$ cat config.mk
export PLATFORM = sky130hd
export DESIGN_NAME = mem_port_arbiter_flat
export DESIGN_NICKNAME = d
export VERILOG_FILES = /design/src/rtl/mem_arb_pkg.sv /design/src/rtl/mem_port_arbiter_if.sv /design/src/rtl/mem_arb_timer.sv /design/src/rtl/mem_port_arbiter.sv /design/src/flat_wrapper.sv
export SDC_FILE = /design/constraint.sdc
export NUM_CORES = 1
export LEC_CHECK = 0
export CAP_MARGIN = 10
export CORE_MARGIN = 1.5
export CORE_UTILIZATION = 35
export CTS_BUF_LIST = sky130_fd_sc_hd__clkbuf_8
export CTS_CLUSTER_DIAMETER = 30
export DETAILED_ROUTE_END_ITERATION = 8
export MAX_ROUTING_LAYER = met4
export PLACE_DENSITY = 0.76
export RECOVER_POWER = 100
export SLEW_MARGIN = 30
export SYNTH_ARGS = -nofsm -noshare
export SYNTH_HDL_FRONTEND = slang
export SYNTH_SLANG_ARGS = --single-unit
$ cat constraint.sdc
create_clock -name clk -period 1.6 [get_ports clk]
set_input_delay 0.32 -clock clk [delete_from_list [all_inputs] [get_ports clk]]
set_output_delay 0.32 -clock clk [all_outputs]
set_load 0.01 [all_outputs]
$ cat src/rtl/mem_arb_pkg.sv
`default_nettype none
// ============================================================================
// Module : mem_arb_pkg
// Brief  : Shared encodings for the unified memory port arbiter
//          (FSM states, owner identifiers, default timeout read data).
// Rev    : 1.0 - initial release
// ============================================================================
package mem_arb_pkg;

    typedef enum logic [1:0] {
        ST_IDLE = 2'd0,
        ST_BUSY = 2'd1,
        ST_RESP = 2'd2
    } arb_state_t;

    typedef enum logic {
        OWN_FETCH = 1'b0,
        OWN_DATA  = 1'b1
    } arb_owner_t;

    // RV32I NOP (addi x0,x0,0): a harmless instruction handed back on timeout
    localparam logic [31:0] c_nop_insn = 32'h0000_0013;

endpackage
`default_nettype wire

$ cat src/rtl/mem_port_arbiter_if.sv
`default_nettype none
// ============================================================================
// Module : mem_port_arbiter_if
// Brief  : Fetch, data and memory handshake bundle of the port arbiter.
//          slave  = arbiter side, master = CPU requesters plus memory.
// Rev    : 1.0 - initial release
// ============================================================================
interface mem_port_arbiter_if #(
    parameter int AW = 32,
    parameter int DW = 32
);
    // instruction fetch requester
    logic          i_req;
    logic [AW-1:0] i_addr;
    logic [DW-1:0] i_rdata;
    logic          i_ack;
    // load/store requester
    logic          d_req;
    logic          d_we;
    logic [AW-1:0] d_addr;
    logic [DW-1:0] d_wdata;
    logic [DW-1:0] d_rdata;
    logic          d_ack;
    // unified memory port
    logic          m_req;
    logic          m_we;
    logic [AW-1:0] m_addr;
    logic [DW-1:0] m_wdata;
    logic [DW-1:0] m_rdata;
    logic          m_ready;

    modport slave (
        input  i_req, i_addr,
        output i_rdata, i_ack,
        input  d_req, d_we, d_addr, d_wdata,
        output d_rdata, d_ack,
        output m_req, m_we, m_addr, m_wdata,
        input  m_rdata, m_ready
    );

    modport master (
        output i_req, i_addr,
        input  i_rdata, i_ack,
        output d_req, d_we, d_addr, d_wdata,
        input  d_rdata, d_ack,
        input  m_req, m_we, m_addr, m_wdata,
        output m_rdata, m_ready
    );
endinterface
`default_nettype wire

$ cat src/rtl/mem_arb_timer.sv
`default_nettype none
// ============================================================================
// Module : mem_arb_timer
// Brief  : BUSY-cycle counter. Load sets it to 1 (first BUSY cycle), clear
//          zeroes it, enable advances it; o_term flags count == TIMEOUT.
// Rev    : 1.0 - initial release
// ============================================================================
module mem_arb_timer #(
    parameter int TIMEOUT = 16
) (
    input  wire logic clk,
    input  wire logic rst,
    input  wire logic i_load,
    input  wire logic i_clr,
    input  wire logic i_en,
    output logic      o_term
);
    localparam int c_cw = $clog2(TIMEOUT + 1);

    logic [c_cw-1:0] r_count;

    // Counter register: clear has priority, then load, then increment
    always_ff @(posedge clk or negedge rst) begin
        if (!rst) begin
            r_count <= '0;
        end else if (i_clr) begin
            r_count <= '0;
        end else if (i_load) begin
            r_count <= c_cw'(1);
        end else if (i_en) begin
            r_count <= r_count + c_cw'(1);
        end
    end

    assign o_term = (r_count == c_cw'(TIMEOUT));

endmodule
`default_nettype wire

$ cat src/rtl/mem_port_arbiter.sv
`default_nettype none
// ============================================================================
// Module : mem_port_arbiter
// Brief  : Shares one single-ported memory between instruction fetch and
//          load/store. IDLE -> BUSY -> RESP, one transaction at a time,
//          data priority bounded by MAX_DWIN, BUSY wait bounded by TIMEOUT.
// Rev    : 1.0 - initial release
// ============================================================================
module mem_port_arbiter
    import mem_arb_pkg::*;
#(
    parameter int            AW       = 32,
    parameter int            DW       = 32,
    parameter int            TIMEOUT  = 16,
    parameter int            MAX_DWIN = 4,
    parameter logic [DW-1:0] ERR_DATA = DW'(c_nop_insn)
) (
    input  wire logic          clk,
    input  wire logic          rst,
    mem_port_arbiter_if.slave  bus,
    output logic               busy,
    output logic               timeout_err
);
    localparam int c_dwin_w = $clog2(MAX_DWIN + 1);

    arb_state_t          r_state;
    arb_state_t          w_next_state;
    arb_owner_t          r_owner;
    logic [AW-1:0]       r_addr;
    logic                r_we;
    logic [DW-1:0]       r_wdata;
    logic [c_dwin_w-1:0] r_dwin;
    logic [DW-1:0]       r_i_rdata;
    logic [DW-1:0]       r_d_rdata;
    logic                r_tout_err;

    logic          w_grant_data;
    logic          w_grant_fetch;
    logic          w_grant;
    logic          w_capture;
    logic          w_timeout;
    logic [DW-1:0] w_cap_data;
    logic          w_tmr_load;
    logic          w_tmr_clr;
    logic          w_tmr_en;
    logic          w_tmr_term;

    // Data wins unless fetch is waiting and data already had MAX_DWIN turns
    assign w_grant_data  = bus.d_req && (!bus.i_req || (r_dwin < c_dwin_w'(MAX_DWIN)));
    assign w_grant_fetch = !w_grant_data && bus.i_req;

    // Stores return 0; a timed-out access returns the NOP pattern
    assign w_cap_data = bus.m_ready ? (r_we ? '0 : bus.m_rdata) : ERR_DATA;

    mem_arb_timer #(
        .TIMEOUT (TIMEOUT)
    ) u_timer (
        .clk    (clk),
        .rst    (rst),
        .i_load (w_tmr_load),
        .i_clr  (w_tmr_clr),
        .i_en   (w_tmr_en),
        .o_term (w_tmr_term)
    );

    // State, request capture, fairness counter and response registers
    always_ff @(posedge clk or negedge rst) begin
        if (!rst) begin
            r_state    <= ST_IDLE;
            r_owner    <= OWN_FETCH;
            r_addr     <= '0;
            r_we       <= 1'b0;
            r_wdata    <= '0;
            r_dwin     <= '0;
            r_i_rdata  <= '0;
            r_d_rdata  <= '0;
            r_tout_err <= 1'b0;
        end else begin
            r_state <= w_next_state;
            if (w_grant) begin
                r_owner <= w_grant_data ? OWN_DATA : OWN_FETCH;
                r_addr  <= w_grant_data ? bus.d_addr : bus.i_addr;
                r_we    <= w_grant_data && bus.d_we;
                r_wdata <= w_grant_data ? bus.d_wdata : '0;
                if (w_grant_data && bus.i_req) begin
                    if (r_dwin < c_dwin_w'(MAX_DWIN)) begin
                        r_dwin <= r_dwin + c_dwin_w'(1);
                    end
                end else begin
                    r_dwin <= '0;
                end
            end
            if (w_capture) begin
                if (r_owner == OWN_DATA) begin
                    r_d_rdata <= w_cap_data;
                end else begin
                    r_i_rdata <= w_cap_data;
                end
                if (w_timeout) begin
                    r_tout_err <= 1'b1;
                end
            end
        end
    end

    // Next state, memory request, acks and timer control
    always_comb begin
        w_next_state = r_state;
        w_grant      = 1'b0;
        w_capture    = 1'b0;
        w_timeout    = 1'b0;
        w_tmr_load   = 1'b0;
        w_tmr_clr    = 1'b0;
        w_tmr_en     = 1'b0;
        bus.m_req    = 1'b0;
        bus.i_ack    = 1'b0;
        bus.d_ack    = 1'b0;
        case (r_state)
            ST_IDLE: begin
                if (w_grant_data || w_grant_fetch) begin
                    w_grant      = 1'b1;
                    w_tmr_load   = 1'b1;
                    w_next_state = ST_BUSY;
                end
            end
            ST_BUSY: begin
                bus.m_req = 1'b1;
                if (bus.m_ready) begin
                    w_capture    = 1'b1;
                    w_next_state = ST_RESP;
                end else if (w_tmr_term) begin
                    w_capture    = 1'b1;
                    w_timeout    = 1'b1;
                    w_next_state = ST_RESP;
                end else begin
                    w_tmr_en = 1'b1;
                end
            end
            ST_RESP: begin
                bus.i_ack    = (r_owner == OWN_FETCH);
                bus.d_ack    = (r_owner == OWN_DATA);
                w_tmr_clr    = 1'b1;
                w_next_state = ST_IDLE;
            end
            default: begin
                w_next_state = ST_IDLE;
            end
        endcase
    end

    assign bus.m_we      = (r_state == ST_BUSY) && r_we;
    assign bus.m_addr    = r_addr;
    assign bus.m_wdata   = r_wdata;
    assign bus.i_rdata   = r_i_rdata;
    assign bus.d_rdata   = r_d_rdata;
    assign busy          = (r_state == ST_BUSY) || (r_state == ST_RESP);
    assign timeout_err   = r_tout_err;

endmodule
`default_nettype wire
$ cat src/flat_wrapper.sv
// flat-port wrapper written by rule: the top's interface ports become plain ports
module mem_port_arbiter_flat import mem_arb_pkg::*;
#(
    parameter int            AW       = 32,
    parameter int            DW       = 32,
    parameter int            TIMEOUT  = 16,
    parameter int            MAX_DWIN = 4,
    parameter logic [DW-1:0] ERR_DATA = DW'(c_nop_insn)
)
  (clk, rst, busy, timeout_err, bus_i_req, bus_i_addr, bus_i_rdata, bus_i_ack, bus_d_req, bus_d_we, bus_d_addr, bus_d_wdata, bus_d_rdata, bus_d_ack, bus_m_req, bus_m_we, bus_m_addr, bus_m_wdata, bus_m_rdata, bus_m_ready);
  mem_port_arbiter_if #(.AW(AW), .DW(DW)) bus_i ();
  input  wire logic clk;
  input  wire logic rst;
  output logic busy;
  output logic timeout_err;
  input wire logic [$bits(bus_i.i_req)-1:0] bus_i_req;
  input wire logic [$bits(bus_i.i_addr)-1:0] bus_i_addr;
  output wire logic [$bits(bus_i.i_rdata)-1:0] bus_i_rdata;
  output wire logic [$bits(bus_i.i_ack)-1:0] bus_i_ack;
  input wire logic [$bits(bus_i.d_req)-1:0] bus_d_req;
  input wire logic [$bits(bus_i.d_we)-1:0] bus_d_we;
  input wire logic [$bits(bus_i.d_addr)-1:0] bus_d_addr;
  input wire logic [$bits(bus_i.d_wdata)-1:0] bus_d_wdata;
  output wire logic [$bits(bus_i.d_rdata)-1:0] bus_d_rdata;
  output wire logic [$bits(bus_i.d_ack)-1:0] bus_d_ack;
  output wire logic [$bits(bus_i.m_req)-1:0] bus_m_req;
  output wire logic [$bits(bus_i.m_we)-1:0] bus_m_we;
  output wire logic [$bits(bus_i.m_addr)-1:0] bus_m_addr;
  output wire logic [$bits(bus_i.m_wdata)-1:0] bus_m_wdata;
  input wire logic [$bits(bus_i.m_rdata)-1:0] bus_m_rdata;
  input wire logic [$bits(bus_i.m_ready)-1:0] bus_m_ready;
  assign bus_i.i_req = bus_i_req;
  assign bus_i.i_addr = bus_i_addr;
  assign bus_i_rdata = bus_i.i_rdata;
  assign bus_i_ack = bus_i.i_ack;
  assign bus_i.d_req = bus_d_req;
  assign bus_i.d_we = bus_d_we;
  assign bus_i.d_addr = bus_d_addr;
  assign bus_i.d_wdata = bus_d_wdata;
  assign bus_d_rdata = bus_i.d_rdata;
  assign bus_d_ack = bus_i.d_ack;
  assign bus_m_req = bus_i.m_req;
  assign bus_m_we = bus_i.m_we;
  assign bus_m_addr = bus_i.m_addr;
  assign bus_m_wdata = bus_i.m_wdata;
  assign bus_i.m_rdata = bus_m_rdata;
  assign bus_i.m_ready = bus_m_ready;
  mem_port_arbiter #(.AW(AW), .DW(DW), .TIMEOUT(TIMEOUT), .MAX_DWIN(MAX_DWIN), .ERR_DATA(ERR_DATA)) u_core (.clk(clk), .rst(rst), .bus(bus_i), .busy(busy), .timeout_err(timeout_err));
endmodule
==> flow_summary.json, run 1 <==
{
  "outcome": "finished with violations",
  "failed_checks": "negative setup slack",
  "ys_types": 34,
  "r2r_slack_ns": -0.17,
  "grt_max_degree": 47,
  "finClkSkew_ns": 0.0103,
  "start_util_pct": 35.7,
  "io_pins": 268,
  "ys_ff_latch": 141,
  "n_antenna_cell": 0,
  "clock_path_buffers": 2,
  "layout_setup_ws_ns": -0.171,
  "vias": 4897,
  "cp.required_ns": 1.92,
  "globalRouteOverflowTotal": 0,
  "drive_above_1_share_pct": 15.2,
  "syn_area_um2": 5630,
  "max_slew_margin_pct": 35.9,
  "insertion_delay_ns": 0.44,
  "total_leakage_power_nw": 4.64,
  "final_cell_area_um2": 9370,
  "cellPowerDensity_nw_per_um2": 1790,
  "vias_per_cell": 5.04,
  "drtPass1Iterations": 4,
  "endpoint_kind": "flop",
  "setup.worst_path.class": "reg2reg",
  "hold_viol": 0,
  "fp.dieW_um": 130,
  "dp_hpwl_um": 11900,
  "synth.avg_cell_area_um2": 12.9,
  "setup-violations-final": 69,
  "clock-root-buffer": "clkbuf_8",
  "grt_util_met2_pct": 37.0,
  "grt_pass1_wl_um": 26900,
  "slew_violations": 0,
  "clkSlewWorstSetupHoldPaths_ns": 0.09,
  "rows": 46,
  "place_ws_ns": -0.149,
  "ys_seq_area_share_pct": 62.7,
  "fin_nets": 882,
  "timing.final.crit_share_pct": 111,
  "whs_ns": 0.466,
  "fmax_mhz": 565,
  "ir_drop_mv": 0.793,
  "fin_crit_ns": 1.77,
  "syn_to_final_growth_pct": 66.5,
  "fill_cells": 1305,
  "port_buffers": 267,
  "ant_nets": 0,
  "cp-start-kind": "flop",
  "die_area_um2": 16900,
  "track_usage_pct": 21.6,
  "top_usage_layer": "met2",
  "drt-initial-drc-count": 163,
  "met1_usage_pct": 23.7,
  "htreeDepth": 4,
  "gp_congestion": 0.800,
  "met3_usage_pct": 6.64,
  "syn_inst": 435,
  "rsz0062_at_grt": "yes",
  "fin_util_pct": 59.4,
  "placed_area_um2": 8790,
  "antenna_found_initial": 0,
  "grt_pass1_vias": 5174,
  "die_h_um": 130,
  "maxCapViolCount": 0,
  "drc_errors": 0,
  "yosys_warnings": 0,
  "wl_per_cell_um": 18.3,
  "numCtsBuffers": 17,
  "critPathArrivalTime_ns": 2.09,
  "hold_class": "reg2reg",
  "worst-slew-pin-transition_ns": 0.961,
  "synth.net_count": 575,
  "p_total_mw": 16.8,
  "core_um2": 15800,
  "totalWireLength_um": 17800,
  "cts_tree": "done",
  "critPathMaxFanout": 8,
  "clkSinkCount": 141
}
layer usage:
metal / up-vias / part of all wire [%]
met2: 251 / 50
li1: 2215 / -
met1: 2403 / 39
met5: - / 0
met4: 0 / 2.1
met3: 28 / 8.5
sequential cells by signal, summed over array words and instances, names as in the netlist:
name                    cells
u_core.bus.i_rdata         32
u_core.r_state              2
u_core.bus.m_wdata         32
u_core.r_we                 1
u_core.r_dwin               3
u_core.timeout_err          1
u_core.r_owner              1
u_core.u_timer.r_count      5
u_core.bus.m_addr          32
u_core.bus.d_rdata         32
critical path, stage by stage (launching register included):
cell and delay (ns):
dfrtp_1 0.39, inv_1 0.06, ha_2 0.16, nor4bb_4 0.22, buf_4 0.17, o211ai_1 0.10
buf_4 0.19, buf_8 0.15, a22o_1 0.22
placed cells by master, fill, tap and decap left out, drive strengths merged, types with 2 or more instances in the layout:
master / Yosys / final
mux2i: 32 / 32
o211ai: 2 / 2
a22o: 93 / 93
nor2: 2 / 2
a21oi: 8 / 8
ha: 6 / 6
clkdlybuf4s50: 0 / 132
nand2b: 2 / 2
a21o: 2 / 2
clkbuf: 8 / 25
inv: 13 / 19
nand2: 36 / 36
clkinvlp: 0 / 3
dlygate4sd2: 0 / 129
and2: 2 / 2
clkinv: 0 / 3
nand3b: 2 / 2
or3: 3 / 3
nor3b: 2 / 2
a22oi: 6 / 6
bufinv: 0 / 2
buf: 24 / 50
dfrtp: 141 / 141
o21ai: 38 / 38
nor3: 3 / 3
nor2b: 2 / 2
worst paths after layout:
kind / endpoint / start / cells after the start
max in group asynchronous: u_core.u_timer.r_count[4] / rst / 3
setup / recovery: u_core.bus.d_rdata[13] / u_core.u_timer.r_count[0] / 8
setup reg to reg: u_core.bus.d_rdata[13] / u_core.u_timer.r_count[0] / 8
min in group asynchronous: u_core.bus.d_rdata[13] / rst / 2
hold reg to reg: u_core.timeout_err / u_core.timeout_err / 1
hold / removal: u_core.timeout_err / u_core.timeout_err / 1
cells in the mapped netlist, drive strengths merged:
master | instances | share of area, %
a211oi | 1 | 0.13
a21bo | 1 | 0.18
a21o | 2 | 0.27
a21oi | 8 | 0.71
a22o | 93 | 14
a22oi | 6 | 0.80
a2bb2oi | 1 | 0.16
a31oi | 1 | 0.11
and2 | 2 | 0.22
buf | 24 | 3.0
clkbuf | 8 | 0.53
dfrtp | 141 | 63
ha | 6 | 1.3
inv | 13 | 0.87
mux2 | 1 | 0.20
mux2i | 32 | 5.7
nand2 | 36 | 2.4
nand2b | 2 | 0.22
nand3b | 2 | 0.27
nor2 | 2 | 0.13
nor2b | 2 | 0.22
nor3 | 3 | 0.44
nor3b | 2 | 0.27
nor4bb | 1 | 0.29
o211ai | 2 | 0.51
o21ai | 38 | 3.4
o22ai | 1 | 0.11
or3 | 3 | 0.33
or4 | 1 | 0.13
kinds of logic (layout without fill, tap and decap cells):
group	count (synthesis)	after routing	share of synthesized area [%]
adder cells (fa/ha/maj)	6	6	1.33
flip-flops	141	141	62.7
AO/OA/AOI/OAI	154	154	20.8
multiplexers	33	33	5.89
buffers and inverters	45	365	4.36
AND/OR/NAND/NOR	56	56	4.93
through the flow:
step	TNS [ns]	instances
floorplan	0	435
global placement	-11.69	918
detailed placement	-13.18	918
CTS	-5.32	961
global route	-16.97	971
finish	-7.23	971
where the power goes:
group / switching [mW] / total (mW) / internal [mW]
sequential: 0.987 / 6.22 / 5.23
combinational: 3.72 / 7.76 / 4.04
clock: 1.40 / 2.83 / 1.43
layout make-up:
class / count / area, um2 / share of cell area [%]
Timing Repair Buffer: 320 / 3140 / 33.5
Multi-Input combinational cell: 249 / 1990 / 21.3
Clock buffer: 18 / 248 / 2.64
Inverter: 13 / 48.8 / 0.521
Tap cell: 216 / 270 / 2.88
Clock inverter: 14 / 144 / 1.54
Sequential cell: 141 / 3530 / 37.6
timing repair:
item	in CTS	in global routing
endpoints found under the setup margin	200	73
gates cloned	5	2
hold endpoints to repair	32	0
pin swaps	14	19
setup buffers	6	10
hold buffers	1	0
gates resized for setup	177	13
(Power assumes the default switching activity.)
==> run 2: changes to the inputs <==
--- a/config.mk
+++ b/config.mk
@@ -6,7 +6,6 @@
 export NUM_CORES = 1
 export LEC_CHECK = 0
 export CAP_MARGIN = 10
-export CORE_MARGIN = 1.5
 export CORE_UTILIZATION = 35
 export CTS_BUF_LIST = sky130_fd_sc_hd__clkbuf_8
 export CTS_CLUSTER_DIAMETER = 30
==> run 2 against run 1 <==
  * The flow still finishes with violations (negative setup slack)
  * Global-route usage shrank 0.65 points
  * Combinational power shrank 6.6%
  * Wire length shrank 8.0%
  * Critical path depth shrank 4
  * Register-to-register slack gained 0.10 ns
  * Clock skew grew 0.010 ns
  * Non-clock buffer count shrank 9
  * Largest power group unchanged
==> flow_summary.json, run 2 (same netlist as run 1, synthesis figures left out) <==
{
  "outcome": "finished with violations",
  "failed_checks": "negative setup slack",
  "worst-slew-pin-transition_ns": 1.11,
  "tns_ns": -0.873,
  "hold_viol": 0,
  "fmax_mhz": 591,
  "totalWireLength_um": 16400,
  "finClkSkew_ns": 0.0205,
  "dp_hpwl_um": 12100,
  "fp.dieW_um": 129,
  "vias_per_cell": 4.96,
  "clock_path_buffers": 2,
  "layout_setup_ws_ns": -0.0906,
  "grt_pass1_wl_um": 25400,
  "die_h_um": 129,
  "place_ws_ns": -0.176,
  "port_buffers": 267,
  "htreeDepth": 4,
  "grt_pass1_vias": 4879,
  "track_usage_pct": 20.9,
  "die_area_um2": 16600,
  "critPathArrivalTime_ns": 1.37,
  "numCtsBuffers": 17,
  "setup.worst_path.class": "reg2out",
  "cp.required_ns": 1.28,
  "insertion_delay_ns": 0.44,
  "max_slew_margin_pct": 26.2,
  "fill_cells": 1294,
  "cellPowerDensity_nw_per_um2": 1760,
  "final_cell_mix": "dfrtp_1 (140), clkdlybuf4s50_1 (132), dlygate4sd2_1 (129)",
  "final_common_cell": "dfrtp_1",
  "io_pins": 268,
  "drc_errors": 0,
  "rsz0062_at_grt": "yes",
  "multi_input_area_um2": 1960,
  "start_util_pct": 36.5,
  "fin_util_pct": 59.2,
  "fin_nets": 873,
  "hold_class": "reg2reg",
  "globalRouteOverflowTotal": 0,
  "ir_drop_mv": 0.791,
  "endpoint_kind": "output pin",
  "clkSlewWorstSetupHoldPaths_ns": 0.09,
  "drt-initial-drc-count": 185,
  "wl_per_cell_um": 17.1,
  "n_antenna_cell": 0,
  "timing.final.crit_share_pct": 106,
  "total_leakage_power_nw": 4.51,
  "antenna_found_initial": 0,
  "core_um2": 15400,
  "cts_tree": "done",
  "gp_congestion": 0.833,
  "vias": 4747,
  "clkSinkCount": 141,
  "whs_ns": 0.476,
  "maxCapViolCount": 0,
  "critPathMaxFanout": 3,
  "ant_nets": 0,
  "clock-root-buffer": "clkbuf_8",
  "fin_crit_ns": 1.69,
  "drive_above_1_share_pct": 13.7,
  "drtPass1Iterations": 4,
  "cp-start-kind": "flop",
  "rows": 45,
  "slew_violations": 0,
  "seq_area_um2": 3530,
  "grt_max_degree": 56,
  "setup-violations-final": 37,
  "syn_to_final_growth_pct": 62.1
}
-- run 2: cell types whose count changed in the layout (fill, tap and decap cells not counted), sizes merged --
cell,previous run,this run
buf,50,47
inv,19,20
clkinvlp,3,5
clkbuf,25,19
bufinv,2,0
bufbuf,1,0
-- run 2: path summary, 6_finish.rpt --
check	from	to	slack (ns)	depth (start not counted)
setup / recovery	u_core.r_state[0]	bus_m_we	-0.09	4
min in group asynchronous	rst	u_core.bus.d_rdata[11]	0.64	2
hold reg to reg	u_core.bus.m_addr[11]	u_core.bus.m_addr[11]	0.48	2
setup reg to reg	u_core.r_state[1]	u_core.u_timer.r_count[2]	-0.07	6
hold / removal	u_core.bus.m_addr[11]	u_core.bus.m_addr[11]	0.48	2
max in group asynchronous	rst	u_core.r_state[1]	0.17	3
-- run 2: metrics by stage --
step / std cells / total power, mW / area, um2
floorplan: 435 / 9.59 / 5630
global placement: 916 / 14.2 / 8790
detailed placement: 916 / 14.4 / 8790
CTS: 953 / 16.2 / 9090
global route: 957 / 17.2 / 9130
finish: 957 / 16.1 / 9130
-- run 2: cell type report --
class | instances | share of cell area, %
clock buffer | 17 | 2.56
clock inverter | 15 | 1.44
inverter | 13 | 0.562
multi-input combinational | 249 | 21.5
sequential | 141 | 38.7
tap | 211 | 2.89
timing repair buffer | 311 | 32.4
-- run 2: report_power, final --
part           total [mW]  switching (mW)  internal (mW)
clock network        2.61            1.49           1.12
logic                7.25            3.48           3.78
registers            6.22           0.989           5.23
-- run 2: worst max-delay path: stages, from the launching register on --
cell and delay [ns]:
dfrtp_1 0.40, buf_4 0.15, ha_4 0.15, and2_4 0.13, buf_6 0.12
-- run 2: repair_timing --
| action | CTS | global route |
|---|---|---|
| gates cloned | 1 | 0 |
| hold endpoints to repair | 35 | 0 |
| setup endpoints to repair | 204 | 74 |
| gates resized for setup | 160 | 18 |
| pin swaps | 2 | 7 |
| hold buffers | 1 | 0 |
| buffers inserted | 3 | 4 |
-- run 2: routing by layer --
layer	GRT usage, %	up-vias	wire length (um)
li1	-	2203	-
met1	24.4	2277	6680
met5	-	-	0
met3	6.20	15	1340
met2	34.8	252	8150
met4	6.44	0	188
==> run 3: changes to the inputs <==
--- a/config.mk
+++ b/config.mk
@@ -5,7 +5,6 @@
 export SDC_FILE = /design/constraint.sdc
 export NUM_CORES = 1
 export LEC_CHECK = 0
-export CAP_MARGIN = 10
 export CORE_UTILIZATION = 35
 export CTS_BUF_LIST = sky130_fd_sc_hd__clkbuf_8
 export CTS_CLUSTER_DIAMETER = 30
==> results of run 3 <==
Final layout, timing and power as in run 2 (identical DEF).
